<file path="src/rtl/field_negate_or_double_vec_if.sv">
// Handshake bundle for field_negate_or_double_vec: start pulse, per-lane
// operands and modes in; status flags and the packed result vector out.
interface field_negate_or_double_vec_if #(
  parameter int NLANES  = 4,
  parameter int F_NBITS = 61
);
  logic                      en;
  logic [2*NLANES-1:0]       mode;
  logic [NLANES*F_NBITS-1:0] a;
  logic                      busy;
  logic                      ready_pulse;
  logic                      ready;
  logic [NLANES*F_NBITS-1:0] c;

  modport master (
    output en, mode, a,
    input  busy, ready_pulse, ready, c
  );

  modport slave (
    input  en, mode, a,
    output busy, ready_pulse, ready, c
  );
endinterface

</file>
<file path="src/rtl/field_negate_or_double_vec.sv">
// Multi-lane pass/negate/double/triple over GF(F_Q), lanes processed in order
// through one shared modular adder; produces V(2)/V(3) for a group of gates.
module field_negate_or_double_vec #(
  parameter int                 NLANES  = 4,
  parameter int                 F_NBITS = 61,
  parameter logic [F_NBITS-1:0] F_Q     = 61'h1FFF_FFFF_FFFF_FFFF
) (
  input  logic                        clk,
  input  logic                        rstb,
  field_negate_or_double_vec_if.slave bus
);

  localparam int                LIDX_W    = (NLANES > 1) ? $clog2(NLANES) : 1;
  localparam int                VEC_W     = NLANES * F_NBITS;
  localparam logic [F_NBITS:0]  QEXT      = {1'b0, F_Q};
  localparam logic [LIDX_W-1:0] LAST_LANE = LIDX_W'(NLANES - 1);

  typedef enum logic [1:0] {
    IDLE,
    RUN,
    DONE
  } state_t;

  state_t              state_q, state_d;
  logic [LIDX_W-1:0]   lane_q, lane_d;
  logic                step_q, step_d;
  logic [VEC_W-1:0]    aReg_q, aReg_d;
  logic [VEC_W-1:0]    c_q, c_d;
  logic [2*NLANES-1:0] modeReg_q, modeReg_d;
  logic [F_NBITS-1:0]  t_q, t_d;

  logic [F_NBITS-1:0]  curA;
  logic [1:0]          curMode;
  logic [F_NBITS-1:0]  addX, addY, addRes;
  logic [F_NBITS:0]    addSum;
  logic                finalStep;

  // Shared (x+y) mod F_Q unit; triple reuses it with the doubled value in t_q.
  always_comb begin
    curA    = aReg_q[int'(lane_q)*F_NBITS +: F_NBITS];
    curMode = modeReg_q[2*int'(lane_q) +: 2];
    addX    = curA;
    addY    = '0;
    case (curMode)
      2'b00:   addY = '0;
      2'b01:   addX = (curA == '0) ? '0 : F_Q - curA;
      2'b10:   addY = curA;
      default: begin
        addY = curA;
        if (step_q) addX = t_q;
      end
    endcase
    addSum    = {1'b0, addX} + {1'b0, addY};
    addRes    = (addSum >= QEXT) ? F_NBITS'(addSum - QEXT) : addSum[F_NBITS-1:0];
    finalStep = (curMode != 2'b11) || step_q;
  end

  always_comb begin
    state_d   = state_q;
    lane_d    = lane_q;
    step_d    = step_q;
    aReg_d    = aReg_q;
    modeReg_d = modeReg_q;
    c_d       = c_q;
    t_d       = t_q;
    case (state_q)
      IDLE: begin
        if (bus.en) begin
          aReg_d    = bus.a;
          modeReg_d = bus.mode;
          lane_d    = '0;
          step_d    = 1'b0;
          state_d   = RUN;
        end
      end
      RUN: begin
        if (finalStep) begin
          c_d[int'(lane_q)*F_NBITS +: F_NBITS] = addRes;
          step_d = 1'b0;
          if (lane_q == LAST_LANE) state_d = DONE;
          else                     lane_d  = lane_q + LIDX_W'(1);
        end else begin
          t_d    = addRes;
          step_d = 1'b1;
        end
      end
      DONE: begin
        lane_d  = '0;
        state_d = IDLE;
      end
      default: state_d = IDLE;
    endcase
  end

  // Reset also clears any partially written result vector.
  always_ff @(posedge clk or negedge rstb) begin
    if (!rstb) begin
      state_q   <= IDLE;
      lane_q    <= '0;
      step_q    <= 1'b0;
      aReg_q    <= '0;
      modeReg_q <= '0;
      c_q       <= '0;
      t_q       <= '0;
    end else begin
      state_q   <= state_d;
      lane_q    <= lane_d;
      step_q    <= step_d;
      aReg_q    <= aReg_d;
      modeReg_q <= modeReg_d;
      c_q       <= c_d;
      t_q       <= t_d;
    end
  end

  assign bus.busy        = (state_q != IDLE);
  assign bus.ready       = (state_q != RUN);
  assign bus.ready_pulse = (state_q == DONE);
  assign bus.c           = c_q;

endmodule

</file>
<file path="src/flat_wrapper.sv">
// flat-port wrapper written by rule: the top's interface ports become plain ports
module field_negate_or_double_vec_flat 
#(
  parameter int                 NLANES  = 4,
  parameter int                 F_NBITS = 61,
  parameter logic [F_NBITS-1:0] F_Q     = 61'h1FFF_FFFF_FFFF_FFFF
)
  (clk, rstb, bus_en, bus_mode, bus_a, bus_busy, bus_ready_pulse, bus_ready, bus_c);
  field_negate_or_double_vec_if #(.NLANES(NLANES), .F_NBITS(F_NBITS)) bus_i ();
  input  logic clk;
  input  logic rstb;
  input wire logic [$bits(bus_i.en)-1:0] bus_en;
  input wire logic [$bits(bus_i.mode)-1:0] bus_mode;
  input wire logic [$bits(bus_i.a)-1:0] bus_a;
  output wire logic [$bits(bus_i.busy)-1:0] bus_busy;
  output wire logic [$bits(bus_i.ready_pulse)-1:0] bus_ready_pulse;
  output wire logic [$bits(bus_i.ready)-1:0] bus_ready;
  output wire logic [$bits(bus_i.c)-1:0] bus_c;
  assign bus_i.en = bus_en;
  assign bus_i.mode = bus_mode;
  assign bus_i.a = bus_a;
  assign bus_busy = bus_i.busy;
  assign bus_ready_pulse = bus_i.ready_pulse;
  assign bus_ready = bus_i.ready;
  assign bus_c = bus_i.c;
  field_negate_or_double_vec #(.NLANES(NLANES), .F_NBITS(F_NBITS), .F_Q(F_Q)) u_core (.clk(clk), .rstb(rstb), .bus(bus_i));
endmodule
</file>
<file path="config.mk">
export PLATFORM = sky130hd
export DESIGN_NAME = field_negate_or_double_vec_flat
export DESIGN_NICKNAME = d
export VERILOG_FILES = /design/src/rtl/field_negate_or_double_vec_if.sv /design/src/rtl/field_negate_or_double_vec.sv /design/src/flat_wrapper.sv
export SDC_FILE = /design/constraint.sdc
export NUM_CORES = 1
export LEC_CHECK = 0
export BUFFER_PORTS_ARGS = -buffer_cell sky130_fd_sc_hd__clkbuf_2
export CELL_PAD_IN_SITES_DETAIL_PLACEMENT = 1
export CELL_PAD_IN_SITES_GLOBAL_PLACEMENT = 2
export CORE_AREA = 5 5 307 309
export CTS_CLUSTER_DIAMETER = 120
export DETAILED_ROUTE_END_ITERATION = 16
export DIE_AREA = 0 0 312 314
export PLACE_DENSITY = 0.8
export SLEW_MARGIN = 10
export SYNTH_ARGS = -nofsm -noshare
export SYNTH_HDL_FRONTEND = slang
export SYNTH_SLANG_ARGS = --single-unit
</file>
<file path="constraint.sdc">
create_clock -name clk -period 10.1 [get_ports clk]
set_input_delay 2.02 -clock clk [delete_from_list [all_inputs] [get_ports clk]]
set_output_delay 2.02 -clock clk [all_outputs]
set_load 0.02 [all_outputs]
</file>
==> results.md <==
- Run status: complete, no violations
- Drt pass-1 iters: 7
- Hold buffers post-CTS: 0
- CP Capture Type: flop
- I/O pin cnt: roughly 500
- CTS root buf: clkbuf_16
- TNS Setup: 0 ns
- CTS tree: done
- H-tree depth: 3
- GRT Total Usage: a little over a quarter
- Area delta synth->final: 18.9%
- Clock transition at the registers of the reported paths: 0.06 ns
- Final wirelength: 136 mm
- Startpoint Class: flop
- DRC viols: 0
- CTS buffer count: between 60 and 70
- Routability Congestion: between 0.9 and 1
- Syn. warnings: 0
- Clock Latency Late Sink: ~0.65 ns
- Crit-path max FO: 55
- Asr flop ratio synth: between 90% and 100%
- Via/cell ratio: 5.90
- Syn_nets: around 3600
- WL/cell: 27.4 um
- Sink Count: 562
- Layout cells sized above 1: 29.5%
- Post-synth EDFFs: 0
- Final nets: roughly 4000
- Avg Cell Area, Syn: about 9.8 um^2
- Kind of critical path: reg2reg
- Initial antenna violation count: 23
- Initial core utilization: approximately 36%
- Complex-gate fraction of the synthesized area: 17.0%
- Vias in the first global route: 29600
- Fmax: between 100 and 150 MHz
- Post-CTS Setup Repair Bufs: 0
- ANT nets after route: 0
- Horiz. Die Dim: around 310 um
- Port Buffers: ~500
- Max Cap Viol: 0
- Fin crit share: about 92%
- Final hold vios: 0
- Core outline area: 91100 um^2
- Hold crit path type: reg2reg
- Placed insts: about 4800
- # resized after CTS: 0
- Slew HR: about 27%
- Flop and latch count out of synthesis: 562
- Die Y-Extent: about 310 um
- First DRT Iteration DRCs: approximately 2500
- Post-Route Skew: a little over 0.03 ns
- Netlist cell types: around 110
- Largest net degree at the start of global routing: about 180
- Global route overflow: 0
- DR vias: 29300
- RSZ-0062 raised after global routing: false
- CTS Buffer Depth: 3
- Fin util: 42.4%
- Max Slew Vio Count: 0
- WP data required: 10.67 ns
- Cell Area, Synth: 32500 um^2
- Synth Instances: between 3000 and 4000
- Xor/xnor share of the synthesized area: between 1.5 and 2%
- Critical path arrival: roughly 9.8 ns
- Cell Count, Final, Fillers Out: ~5000
- Commonest register cell after synthesis: dfrtp_1
- First-pass GRT wire length: around 200 mm
- Fin crit period: around 9.2 ns
- Die Area: between 90000 and 100000 um^2
- Mux cell area share after synthesis: between 10% and 20%
- Simple-Gate Fraction of Synth Area: 17.9%
- Worst-margin pin slew: between 1 and 1.5 ns
- HPWL after DPL: roughly 100 mm
- Floorplan row count: 111
- Fillers: ~10000
- Main combinational cell family by area after synthesis: simple AND/OR/NAND/NOR gates
- Seq/Total Area, Yosys: about 43%
- Setup violators final: 0
- Adder-cell share of the synthesized area: between 2 and 3%
[cells by family after synthesis]
kind of cell	Yosys count
AOI/OAI and AO/OA	828
and+or+nand+nor	1172
xor gates and xnor gates	54
buffers and inverters	264
muxes	349
DFF	562
adders and majority gates	69
[critical path: stages, from the launching register on]
cell and delay, ns:
dfrtp_4 0.88, buf_4 0.38, mux4_2 0.58, nor4_1 0.52
nand4_1 0.17, or4_1 0.56, nand2_1 0.22, buf_12 0.22
o21ai_0 0.09, a22o_1 0.20, ha_1 0.42, a21oi_1 0.36
o21ai_0 0.30, a221oi_2 0.40, a21oi_1 0.20, nor4_1 0.62
o211ai_1 0.21, xor2_1 0.50, nand4_2 0.32, or3_1 0.63
o31a_4 0.67, or4_1 0.54, nand3_1 0.10
[path summary, 6_finish.rpt]
check	start	to	slack (ns)	cells past startpoint
worst max-delay path	u_core.lane_q[0]	u_core.bus.c[47]	0.85	22
worst min-delay path	u_core.bus.c[109]	u_core.bus.c[109]	0.48	2
worst max register to register	u_core.lane_q[0]	u_core.bus.c[47]	0.85	22
worst min register to register	u_core.bus.c[109]	u_core.bus.c[109]	0.48	2
max in group asynchronous	rstb	u_core.aReg_q[126]	6.79	3
min in group asynchronous	rstb	u_core.bus.c[202]	1.43	1
[sequential cells by signal, indices dropped and copies added (netlist names)]
signal / flops
u_core.aReg_q: 244
u_core.bus.c: 244
u_core.lane_q: 2
u_core.modeReg_q: 8
u_core.state_q: 2
u_core.step_q: 1
u_core.t_q: 61
[cell usage in the layout, fill, tap and decap left out, types with 83 or more instances in the layout]
cell / count
a21oi_1: 103
nand2_1: 445
and2_1: 83
buf_4: 93
mux2_2: 262
a22o_1: 91
o21ai_0: 278
nor3_1: 96
nor2_1: 155
clkbuf_2: 500
nand3_1: 115
dfrtp_1: 560
[synthesized netlist by cell type (all sizes together) (16+ instances only)]
library cell / instances / area share (%)
a22o: 91 / 2.5
buf: 62 / 1.0
nand2: 451 / 5.2
a21o: 35 / 0.81
a221o: 19 / 0.59
a211oi: 23 / 0.58
a21oi: 106 / 1.7
o211ai: 27 / 0.66
or4: 19 / 0.44
nor4: 53 / 1.2
ha: 68 / 2.6
and2: 85 / 1.6
and3: 18 / 0.35
nand3: 116 / 1.8
a22oi: 17 / 0.39
dfrtp: 562 / 43
xnor2: 31 / 0.93
and4: 18 / 0.49
mux2: 263 / 9.1
or3: 36 / 0.71
mux4: 63 / 4.4
clkbuf: 189 / 2.2
nor3: 103 / 1.7
a221oi: 16 / 0.45
mux2i: 23 / 0.71
o31ai: 17 / 0.44
o21ai: 329 / 5.1
a31oi: 41 / 0.83
nand4: 74 / 1.6
nor2: 160 / 1.9
xor2: 23 / 0.62
[area by class of cell]
type,count,area (um^2),area share (%)
inverter,13,48.8,0.126
timing repair buffer,600,3340,8.64
clock buffer,96,1920,4.97
tap,1186,1480,3.84
clock inverter,25,343,0.888
multi-input combinational,2472,17400,45.0
sequential,562,14100,36.4
antenna,12,30.0,0.0778
[stage by stage]
stage	instance area, um^2	worst slack (ns)	hold WS, ns
global placement	36300	0.947	0.457
finish	38600	0.853	0.478
detailed placement	36300	0.886	0.468
global route	38600	0.405	0.491
CTS	38600	0.870	0.481
floorplan	32500	2.22	0.446
[per-layer routing]
metal | vias up | global-route usage, % | routed length (um)
li1 | 13100 | - | -
met1 | 15000 | 38.3 | 61400
met2 | 1026 | 40.7 | 59800
met5 | - | 0 | 46
met3 | 161 | 6.62 | 10600
met4 | 6 | 8.52 | 4180
Power is left out: the tool's default activity adds up to more than one toggle a clock period on the data nets, which glitch-free logic cannot reach.
